[src/rtl/soc_system_st_channel_filter_pipe_if.sv]
// Avalon-ST beat bundle: valid/ready handshake plus packet framing.
// The master drives the beat and the slave drives ready.
interface soc_system_st_channel_filter_pipe_if #(
  parameter int DATA_W = 8,
  parameter int CHAN_W = 8
);
  logic              valid;
  logic              ready;
  logic [DATA_W-1:0] data;
  logic [CHAN_W-1:0] channel;
  logic              startofpacket;
  logic              endofpacket;

  modport master (
    output valid,
    output data,
    output channel,
    output startofpacket,
    output endofpacket,
    input  ready
  );

  modport slave (
    input  valid,
    input  data,
    input  channel,
    input  startofpacket,
    input  endofpacket,
    output ready
  );
endinterface

[src/rtl/soc_system_st_channel_filter_pipe.sv]
// Avalon-ST channel filter: forwards packets on channels <= MAX_CHANNEL
// through a registered 2-entry skid buffer and drops the rest.
module soc_system_st_channel_filter_pipe #(
  parameter int DATA_W      = 8,
  parameter int IN_CHAN_W   = 8,
  parameter int OUT_CHAN_W  = 1,
  parameter int MAX_CHANNEL = 0,
  parameter int CNT_W       = 16
) (
  input  logic                 clk,
  input  logic                 reset_n,
  soc_system_st_channel_filter_pipe_if.slave  in_st,
  soc_system_st_channel_filter_pipe_if.master out_st,
  input  logic                 clear_stats,
  output logic [CNT_W-1:0]     drop_count,
  output logic                 drop_err
);

  localparam logic [1:0] S_IDLE = 2'd0;
  localparam logic [1:0] S_PASS = 2'd1;
  localparam logic [1:0] S_DROP = 2'd2;

  typedef struct packed {
    logic [DATA_W-1:0]     data;
    logic [OUT_CHAN_W-1:0] channel;
    logic                  sop;
    logic                  eop;
  } beat_t;

  logic [1:0]            state;
  logic [1:0]            state_n;
  logic [OUT_CHAN_W-1:0] chan_q;
  logic [OUT_CHAN_W-1:0] chan_n;
  logic [OUT_CHAN_W-1:0] fwd_chan;
  logic [1:0]            count;
  logic [1:0]            count_n;
  beat_t                 head;
  beat_t                 head_n;
  beat_t                 skid;
  beat_t                 skid_n;
  beat_t                 nb;
  logic                  rdy;
  logic                  vld;
  logic                  accept;
  logic                  pop;
  logic                  fwd;
  logic                  drop_inc;
  logic                  err_set;
  logic                  in_range;

  assign accept   = in_st.valid & rdy;
  assign pop      = vld & out_st.ready;
  assign in_range = in_st.channel <= IN_CHAN_W'(MAX_CHANNEL);

  always_comb begin
    state_n  = state;
    chan_n   = chan_q;
    fwd_chan = chan_q;
    fwd      = 1'b0;
    drop_inc = 1'b0;
    err_set  = 1'b0;
    if (accept) begin
      if (in_st.startofpacket) begin
        // a new SOP always restarts, even mid-packet
        err_set = (state != S_IDLE);
        if (in_range) begin
          fwd      = 1'b1;
          fwd_chan = in_st.channel[OUT_CHAN_W-1:0];
          chan_n   = fwd_chan;
          state_n  = in_st.endofpacket ? S_IDLE : S_PASS;
        end else begin
          drop_inc = 1'b1;
          state_n  = in_st.endofpacket ? S_IDLE : S_DROP;
        end
      end else begin
        unique case (1'b1)
          (state == S_IDLE): err_set = 1'b1;
          (state == S_PASS): begin
            fwd = 1'b1;
            if (in_st.endofpacket) state_n = S_IDLE;
          end
          (state == S_DROP): begin
            if (in_st.endofpacket) state_n = S_IDLE;
          end
          default: state_n = S_IDLE;
        endcase
      end
    end
  end

  always_comb begin
    nb.data    = in_st.data;
    nb.channel = fwd_chan;
    nb.sop     = in_st.startofpacket;
    nb.eop     = in_st.endofpacket;
    head_n     = head;
    skid_n     = skid;
    count_n    = count;
    unique case ({fwd, pop})
      2'b10: begin
        if (count == 2'd0) head_n = nb;
        else               skid_n = nb;
        count_n = count + 2'd1;
      end
      2'b01: begin
        if (count == 2'd2) head_n = skid;
        count_n = count - 2'd1;
      end
      2'b11: begin
        if (count == 2'd1) begin
          head_n = nb;
        end else begin
          head_n = skid;
          skid_n = nb;
        end
      end
      default: ;
    endcase
  end

  always_ff @(posedge clk or negedge reset_n) begin
    if (!reset_n) begin
      state  <= S_IDLE;
      chan_q <= '0;
      count  <= '0;
      head   <= '0;
      skid   <= '0;
      rdy    <= 1'b0;
      vld    <= 1'b0;
    end else begin
      state  <= state_n;
      chan_q <= chan_n;
      count  <= count_n;
      head   <= head_n;
      skid   <= skid_n;
      rdy    <= (count_n < 2'd2);
      vld    <= (count_n != 2'd0);
    end
  end

  always_ff @(posedge clk or negedge reset_n) begin
    if (!reset_n) begin
      drop_count <= '0;
      drop_err   <= 1'b0;
    end else if (clear_stats) begin
      drop_count <= '0;
      drop_err   <= 1'b0;
    end else begin
      if (drop_inc && (drop_count != '1))
        drop_count <= drop_count + 1'b1;
      if (err_set)
        drop_err <= 1'b1;
    end
  end

  assign in_st.ready          = rdy;
  assign out_st.valid         = vld;
  assign out_st.data          = head.data;
  assign out_st.channel       = head.channel;
  assign out_st.startofpacket = head.sop;
  assign out_st.endofpacket   = head.eop;

endmodule

[src/flat_wrapper.sv]
// flat-port wrapper written by rule: the top's interface ports become plain ports
module soc_system_st_channel_filter_pipe_flat 
#(
  parameter int DATA_W      = 8,
  parameter int IN_CHAN_W   = 8,
  parameter int OUT_CHAN_W  = 1,
  parameter int MAX_CHANNEL = 0,
  parameter int CNT_W       = 16
)
  (clk, reset_n, clear_stats, drop_count, drop_err, in_st_valid, in_st_data, in_st_channel, in_st_startofpacket, in_st_endofpacket, in_st_ready, out_st_valid, out_st_data, out_st_channel, out_st_startofpacket, out_st_endofpacket, out_st_ready);
  soc_system_st_channel_filter_pipe_if #(.DATA_W(DATA_W), .CHAN_W(8)) in_st_i ();
  soc_system_st_channel_filter_pipe_if #(.DATA_W(DATA_W), .CHAN_W(1)) out_st_i ();
  input  logic clk;
  input  logic reset_n;
  input  logic clear_stats;
  output logic [CNT_W-1:0] drop_count;
  output logic drop_err;
  input wire logic [$bits(in_st_i.valid)-1:0] in_st_valid;
  input wire logic [$bits(in_st_i.data)-1:0] in_st_data;
  input wire logic [$bits(in_st_i.channel)-1:0] in_st_channel;
  input wire logic [$bits(in_st_i.startofpacket)-1:0] in_st_startofpacket;
  input wire logic [$bits(in_st_i.endofpacket)-1:0] in_st_endofpacket;
  output wire logic [$bits(in_st_i.ready)-1:0] in_st_ready;
  output wire logic [$bits(out_st_i.valid)-1:0] out_st_valid;
  output wire logic [$bits(out_st_i.data)-1:0] out_st_data;
  output wire logic [$bits(out_st_i.channel)-1:0] out_st_channel;
  output wire logic [$bits(out_st_i.startofpacket)-1:0] out_st_startofpacket;
  output wire logic [$bits(out_st_i.endofpacket)-1:0] out_st_endofpacket;
  input wire logic [$bits(out_st_i.ready)-1:0] out_st_ready;
  assign in_st_i.valid = in_st_valid;
  assign in_st_i.data = in_st_data;
  assign in_st_i.channel = in_st_channel;
  assign in_st_i.startofpacket = in_st_startofpacket;
  assign in_st_i.endofpacket = in_st_endofpacket;
  assign in_st_ready = in_st_i.ready;
  assign out_st_valid = out_st_i.valid;
  assign out_st_data = out_st_i.data;
  assign out_st_channel = out_st_i.channel;
  assign out_st_startofpacket = out_st_i.startofpacket;
  assign out_st_endofpacket = out_st_i.endofpacket;
  assign out_st_i.ready = out_st_ready;
  soc_system_st_channel_filter_pipe #(.DATA_W(DATA_W), .IN_CHAN_W(IN_CHAN_W), .OUT_CHAN_W(OUT_CHAN_W), .MAX_CHANNEL(MAX_CHANNEL), .CNT_W(CNT_W)) u_core (.clk(clk), .reset_n(reset_n), .in_st(in_st_i), .out_st(out_st_i), .clear_stats(clear_stats), .drop_count(drop_count), .drop_err(drop_err));
endmodule
[config.mk]
export PLATFORM = sky130hd
export DESIGN_NAME = soc_system_st_channel_filter_pipe_flat
export DESIGN_NICKNAME = d
export VERILOG_FILES = /design/src/rtl/soc_system_st_channel_filter_pipe_if.sv /design/src/rtl/soc_system_st_channel_filter_pipe.sv /design/src/flat_wrapper.sv
export SDC_FILE = /design/constraint.sdc
export NUM_CORES = 1
export LEC_CHECK = 0
export BUFFER_PORTS_ARGS = -buffer_cell sky130_fd_sc_hd__buf_2
export CORE_UTILIZATION = 28
export DETAILED_ROUTE_END_ITERATION = 12
export GPL_TIMING_DRIVEN = 1
export PLACE_DENSITY = 0.58
export SYNTH_ARGS = -nofsm -noshare
export SYNTH_HDL_FRONTEND = slang
export SYNTH_SLANG_ARGS = --single-unit
export TNS_END_PERCENT = 100
[constraint.sdc]
create_clock -name clk -period 1.9 [get_ports clk]
set_input_delay 0.095 -clock clk [delete_from_list [all_inputs] [get_ports clk]]
set_output_delay 0.095 -clock clk [all_outputs]
set_load 0.1 [all_outputs]
==> flow_metrics.tcl, run 1 <==
set metrics [dict create \
    power_frac_clock_pct 23.8 \
    port_buffers 52 \
    grt_pass1_wl_um 10100 \
    tightest_slew_ps 570 \
    drtAntennaViolNets 0 \
    switching_share_pct 44.3 \
    setup_slack_ps 9.37 \
    drtIter0Drc 75 \
    die-area_um2 8960 \
    synth.yosys.seq_area_share_pct 47.9 \
    ys_ff_latch 46 \
    num_rows 33 \
    clock_path_buffers 2 \
    ys.warnings.count 0 \
    place.gp.congestion 0.759 \
    areaGrowthSynthToFinish_pct 42.0 \
    drt-wirelength-per-cell_um 14.3 \
    finalCritPeriodShare_pct 99.5 \
    syn_area_per_cell_um2 10.0 \
    whs_ps 49.6 \
    design_area_um2 3410 \
    drc 0 \
    path_max_fanout 5 \
    dp_slack_ps -185 \
    grt_pass1_vias 2137 \
    io_pins 53 \
    relSlewSlack_pct 62.0 \
    via_count 2084 \
    startpoint_type "flop" \
    pwr-share-seq_pct 38.3 \
    htreeDepth 2 \
    crit_family "flip-flops" \
    die_w_um 94.7 \
    grt_usage_pct 14.2 \
    syn-cell-area_um2 2400 \
    worstSetupPathType "reg2reg" \
    hold_depth 2 \
    end_kind "flop" \
    postSynthCellCount 240 \
    fill_cells 841 \
    fmax_ghz 0.529 \
    crit_chain "inv_2, ha_4, nand2_4, a21oi_4, ha_2, nand2_1, o211ai_1, buf_4, mux2_4" \
    post-route-min-period_ps 1890 \
    multi_input_area_um2 1370 \
    cts_made_buffers 5 \
    cp_num_cells 9 \
    setup_viol 0 \
    root_buffer "clkbuf_8" \
    maxSlewViolCount 0 \
    cts_sinks 46 \
    start_util_pct 29.1 \
    first_pass_iters 4 \
    hold_path.class "in2reg" \
    dr.max_layer_used "met4" \
    wl_met3_um 219 \
    arrival_ps 2080 \
    cap_violations 0 \
    via_per_inst 4.93 \
    antenna_found_initial 0 \
    slowest_stage "dfrtp_1" \
    final_util_pct 41.3 \
    critPathMaxStageDelay_ps 380 \
    status "completed" \
    clk_pin_slew_ps 90 \
    p_leak_uw 0.00155 \
    drt_wl_total_um 6060 \
    cts_tree "yes" \
    grt_max_degree 26 \
    hold_viol 0 \
    share_comb_of_total_power_pct 37.9 \
    ff2ff_path_depth 9 \
    path_buf_inv 2 \
    die_h_um 94.7 \
    dr_wl_met2_um 2940 \
    synth_fp_nets 274 \
    dpl-instance-area_um2 3070 \
    n_antenna_cell 0 \
    core_area_um2 8260 \
    drive_gt1_share_pct 48.1 \
    rsz0062_at_grt "true" \
    synth_cell_types 37 \
    ir_drop_v 0.000468 \
    final.setup_skew_ps 10.6 \
    dp_hpwl_um 4130 \
    internal-power_uw 1710 \
    fin_nets 351 \
    area.sequential_um2 1200 \
    required_ps 2090 \
    grt_overflow 0 \
    clock_latency_ps 300 \
    p_switching_uw 1360 \
    powerDensity_nw_per_um2 900 \
    wl_met1_um 2850 \
]
## synthesized netlist by cell type, drive strengths merged
cell type	count	area share (%)
dfrtp	46	48
nor2	27	4.2
a21oi	22	4.6
mux2	18	8.4
inv	15	2.3
nand2	14	2.2
ha	11	5.7
a22oi	10	3.1
clkbuf	10	1.6
nand3	8	1.7
nor4	8	2.7
or4	8	2.7
nor2b	6	1.6
o31ai	6	1.9
nand4	4	1.7
nor3	3	0.62
o21ai	3	0.62
a21o	2	0.62
and4	2	0.73
nor4b	2	0.73
o211ai	2	0.62
o22ai	2	0.52
or3	2	0.52
a221oi	1	0.36
a31oi	1	0.26
and2	1	0.26
buf	1	0.21
mux2i	1	0.42
nand2b	1	0.26
nor3b	1	0.31
o21a	1	0.31
or3b	1	0.36
## cells in the final DEF (no fill, tap or decap), types with 3 or more instances in the layout
cell and instances:
mux2_4 11, buf_4 20, or4_1 4, ha_4 4
a21oi_1 20, ha_1 5, nor4_2 3, nor2_1 26
buf_6 5, buf_2 52, nor4_1 4, clkbuf_8 5
inv_1 14, mux2_2 7, o31ai_1 6, nand2_1 11
nand4_1 3, or4_4 3, o21ai_0 3, dfrtp_2 7
dfrtp_4 11, nor2b_1 6, nand2_4 3, nand3_1 6
a22oi_1 9, dfrtp_1 28
## sequential cells by signal, indices dropped and copies added, names as in the netlist, 2 cells and up
name,cells
u_core.count,2
u_core.drop_count,16
u_core.state,2
u_core.skid,11
u_core.out_st.data,8
## per-stage QoR
stage,setup TNS [ps],power (µW),instances
after floorplan,-876,2120,240
after global placement,-2260,2330,404
after detailed placement,-3010,2340,404
after CTS,-45.5,3100,419
after global routing,-935,3230,423
final,0,3070,423
## timing repair
| item | CTS | global route |
|---|---|---|
| pin swaps | 5 | 5 |
| endpoints found under the setup margin | 18 | 26 |
| hold buffers | 1 | 0 |
| hold endpoints to repair | 23 | 0 |
| cloned | 2 | 0 |
| setup buffers | 4 | 5 |
| resized for setup | 10 | 24 |
## final cells by class
cell class              count  share of cell area (%)
multi-input cells         168                    40.2
repair buffers             81                    15.9
inverters                  15                    1.65
clock buffers               6                    2.13
clock inverters             2                    1.10
well taps                 105                    3.85
flip-flops and latches     46                    35.2
## power by group through the flow
stage	Clock [µW]	Combinational [µW]	Sequential, µW
after floorplan	0	171	1950
after global placement	0	1140	1190
after detailed placement	0	1140	1200
after CTS	766	1160	1180
after global routing	805	1230	1200
final	732	1160	1180
## kinds of logic (layout without fill, tap and decap cells)
family,Yosys count,in the layout,share of synthesized area [%]
and+or+nand+nor,88,88,20.5
AOI/OAI and AO/OA,50,50,12.9
DFF,46,46,47.9
buffers and inverters,26,104,4.11
muxes,19,19,8.85
adders and majority gates,11,11,5.73
## path summary, 6_finish.rpt
kind,end,slack (ps),from
max reg2reg,u_core.skid[5],9,u_core.state[1]
min reg2reg,u_core.skid[1],500,u_core.skid[1]
max in group asynchronous,u_core.skid[4],950,reset_n
max,u_core.skid[5],9,u_core.state[1]
min,u_core.skid[3],50,in_st_data[0]
min in group asynchronous,u_core.drop_err,340,reset_n
## routing by layer
metal	track usage [%]	up-vias
met5	0	-
met4	4.67	0
met3	2.90	4
met2	23.3	56
met1	18.8	1005
li1	-	1019
Note: power is estimated with default switching activity, not from simulation.
==> run 2: changes to the inputs <==
--- a/config.mk
+++ b/config.mk
@@ -9,6 +9,7 @@
 export CORE_UTILIZATION = 28
 export DETAILED_ROUTE_END_ITERATION = 12
 export GPL_TIMING_DRIVEN = 1
+export HOLD_SLACK_MARGIN = 0.05
 export PLACE_DENSITY = 0.58
 export SYNTH_ARGS = -nofsm -noshare
 export SYNTH_HDL_FRONTEND = slang
==> flow_metrics.tcl, run 2 (same netlist as run 1, synthesis figures left out) <==
set metrics [dict create \
    status "completed" \
    design_area_um2 3480 \
    die-area_um2 8960 \
    drt-wirelength-per-cell_um 14.3 \
    io_pins 53 \
    hold_end "u_core.skid[4]" \
    end_kind "flop" \
    powerDensity_nw_per_um2 886 \
    num_rows 33 \
    largest_reg_flops 16 \
    ir_drop_v 0.000467 \
    hold_depth 2 \
    layout_commonest_cell "buf_2" \
    grt_util_met2_pct 23.4 \
    grt_max_degree 26 \
    startpoint_type "flop" \
    die_w_um 94.7 \
    htreeDepth 2 \
    timing.rr.start "u_core.state[1]" \
    drive_gt1_share_pct 47.1 \
    finalCritPeriodShare_pct 99.6 \
    drtIter0Drc 79 \
    startpoint "u_core.state[1]" \
    rsz0062_at_grt "true" \
    regMostFlops "u_core.drop_count" \
    dpl-instance-area_um2 3070 \
    core_area_um2 8260 \
    setup_viol 0 \
    grt_pass1_vias 2155 \
    hold_viol 0 \
    first_pass_iters 4 \
    cts_made_buffers 5 \
    n_antenna_cell 0 \
    port_buffers 52 \
    clock_latency_ps 300 \
    p_leak_uw 0.00158 \
    required_ps 2090 \
    cap_violations 0 \
    cts_tree "yes" \
    root_buffer "clkbuf_8" \
    drt_wl_total_um 6130 \
    via_per_inst 4.92 \
    cts_sinks 46 \
    final.setup_skew_ps 10.2 \
    grtUsageMet1_pct 18.9 \
    final_cell_mix "buf_2 (52), dfrtp_1 (28), nor2_1 (26)" \
    dp_hpwl_um 4130 \
    maxSlewViolCount 0 \
    drtAntennaViolNets 0 \
    use_met3_pct 2.82 \
    grt_pass1_wl_um 10100 \
    fin_nets 358 \
    relSlewSlack_pct 62.0 \
    ff2ff_path_depth 9 \
    start_util_pct 29.1 \
    busiest_layer "met2" \
    r2r_slack_ps 8 \
    grt_usage_pct 14.3 \
    arrival_ps 2080 \
    fin_cells 430 \
    via_count 2116 \
    dp_cells 404 \
    drc 0 \
    tightest_slew_ps 570 \
    post-route-min-period_ps 1890 \
    antenna_found_initial 0 \
    clock_path_buffers 2 \
    fmax_ghz 0.529 \
    grt_overflow 0 \
    place.gp.congestion 0.759 \
    r2r_end "u_core.skid[5]" \
    areaGrowthSynthToFinish_pct 44.9 \
    min-delay-start "in_st_data[1]" \
    clk_pin_slew_ps 90 \
    hold_path.class "in2reg" \
    worstSetupPathType "reg2reg" \
    die_h_um 94.7 \
    path_max_fanout 5 \
]
## run 2: cell count changes in the layout (fill, tap and decap cells not counted)
cell,before,now
dlygate4sd3_1,1,8
## run 2: layer usage
layer | vias to the layer above | part of all wire, %
met2 | 52 | 48
met3 | 4 | 3.4
met1 | 1027 | 47
li1 | 1033 | -
met5 | - | 0
met4 | 0 | 0.90
## run 2: metrics by stage
step                power [µW]  utilization [%]  setup TNS (ps)  setup WS, ps  hold WS, ps
CTS                       3110             40.5           -45.5         -19.5         52.6
finish                    3090             42.2               0          8.27         72.2
global route              3240             42.2            -935         -77.7         60.8
detailed placement        2340             37.2           -3010          -185          130
global placement          2330             37.2           -2260          -134          131
floorplan                 2120                -            -876          -133         -201
## run 2: cell type report
class | instances | area (µm²)
fill | 841 | 4770
multi-input combinational | 168 | 1370
sequential | 46 | 1200
timing repair buffer | 88 | 612
tap | 105 | 131
clock buffer | 6 | 72.6
inverter | 15 | 56.3
clock inverter | 2 | 37.5
## run 2: report_power, final
part	internal (µW)	leakage, µW	total, µW	switching [µW]
logic	221	0.000944	1180	955
registers	1110	0.000584	1180	70.2
clock network	393	0.0000514	732	339
## run 2: what timing repair did
| item | in CTS | in global routing |
|---|---|---|
| hold buffers | 7 | 1 |
| pin swaps | 5 | 5 |
| setup endpoints to repair | 18 | 26 |
| endpoints found under the hold margin | 29 | 1 |
| cloned | 2 | 0 |
| resized for setup | 10 | 24 |
| buffers inserted | 4 | 5 |
## run 2: critical path: stages, from the launching register on
cell	delay [ps]
dfrtp_1	380
inv_2	80
ha_4	140
nand2_4	50
a21oi_4	160
ha_2	240
nand2_1	60
o211ai_1	140
buf_4	230
mux2_4	300
## run 2: worst max path at each step
stage | end | cells past startpoint
2_1_floorplan | u_core.drop_count[14] | 5
3_3_place_gp | u_core.out_st.data[7] | 10
3_5_place_dp | u_core.out_st.data[1] | 10
4_1_cts | u_core.skid[4] | 8
5_1_grt | u_core.skid[3] | 9
6_report | u_core.skid[5] | 9
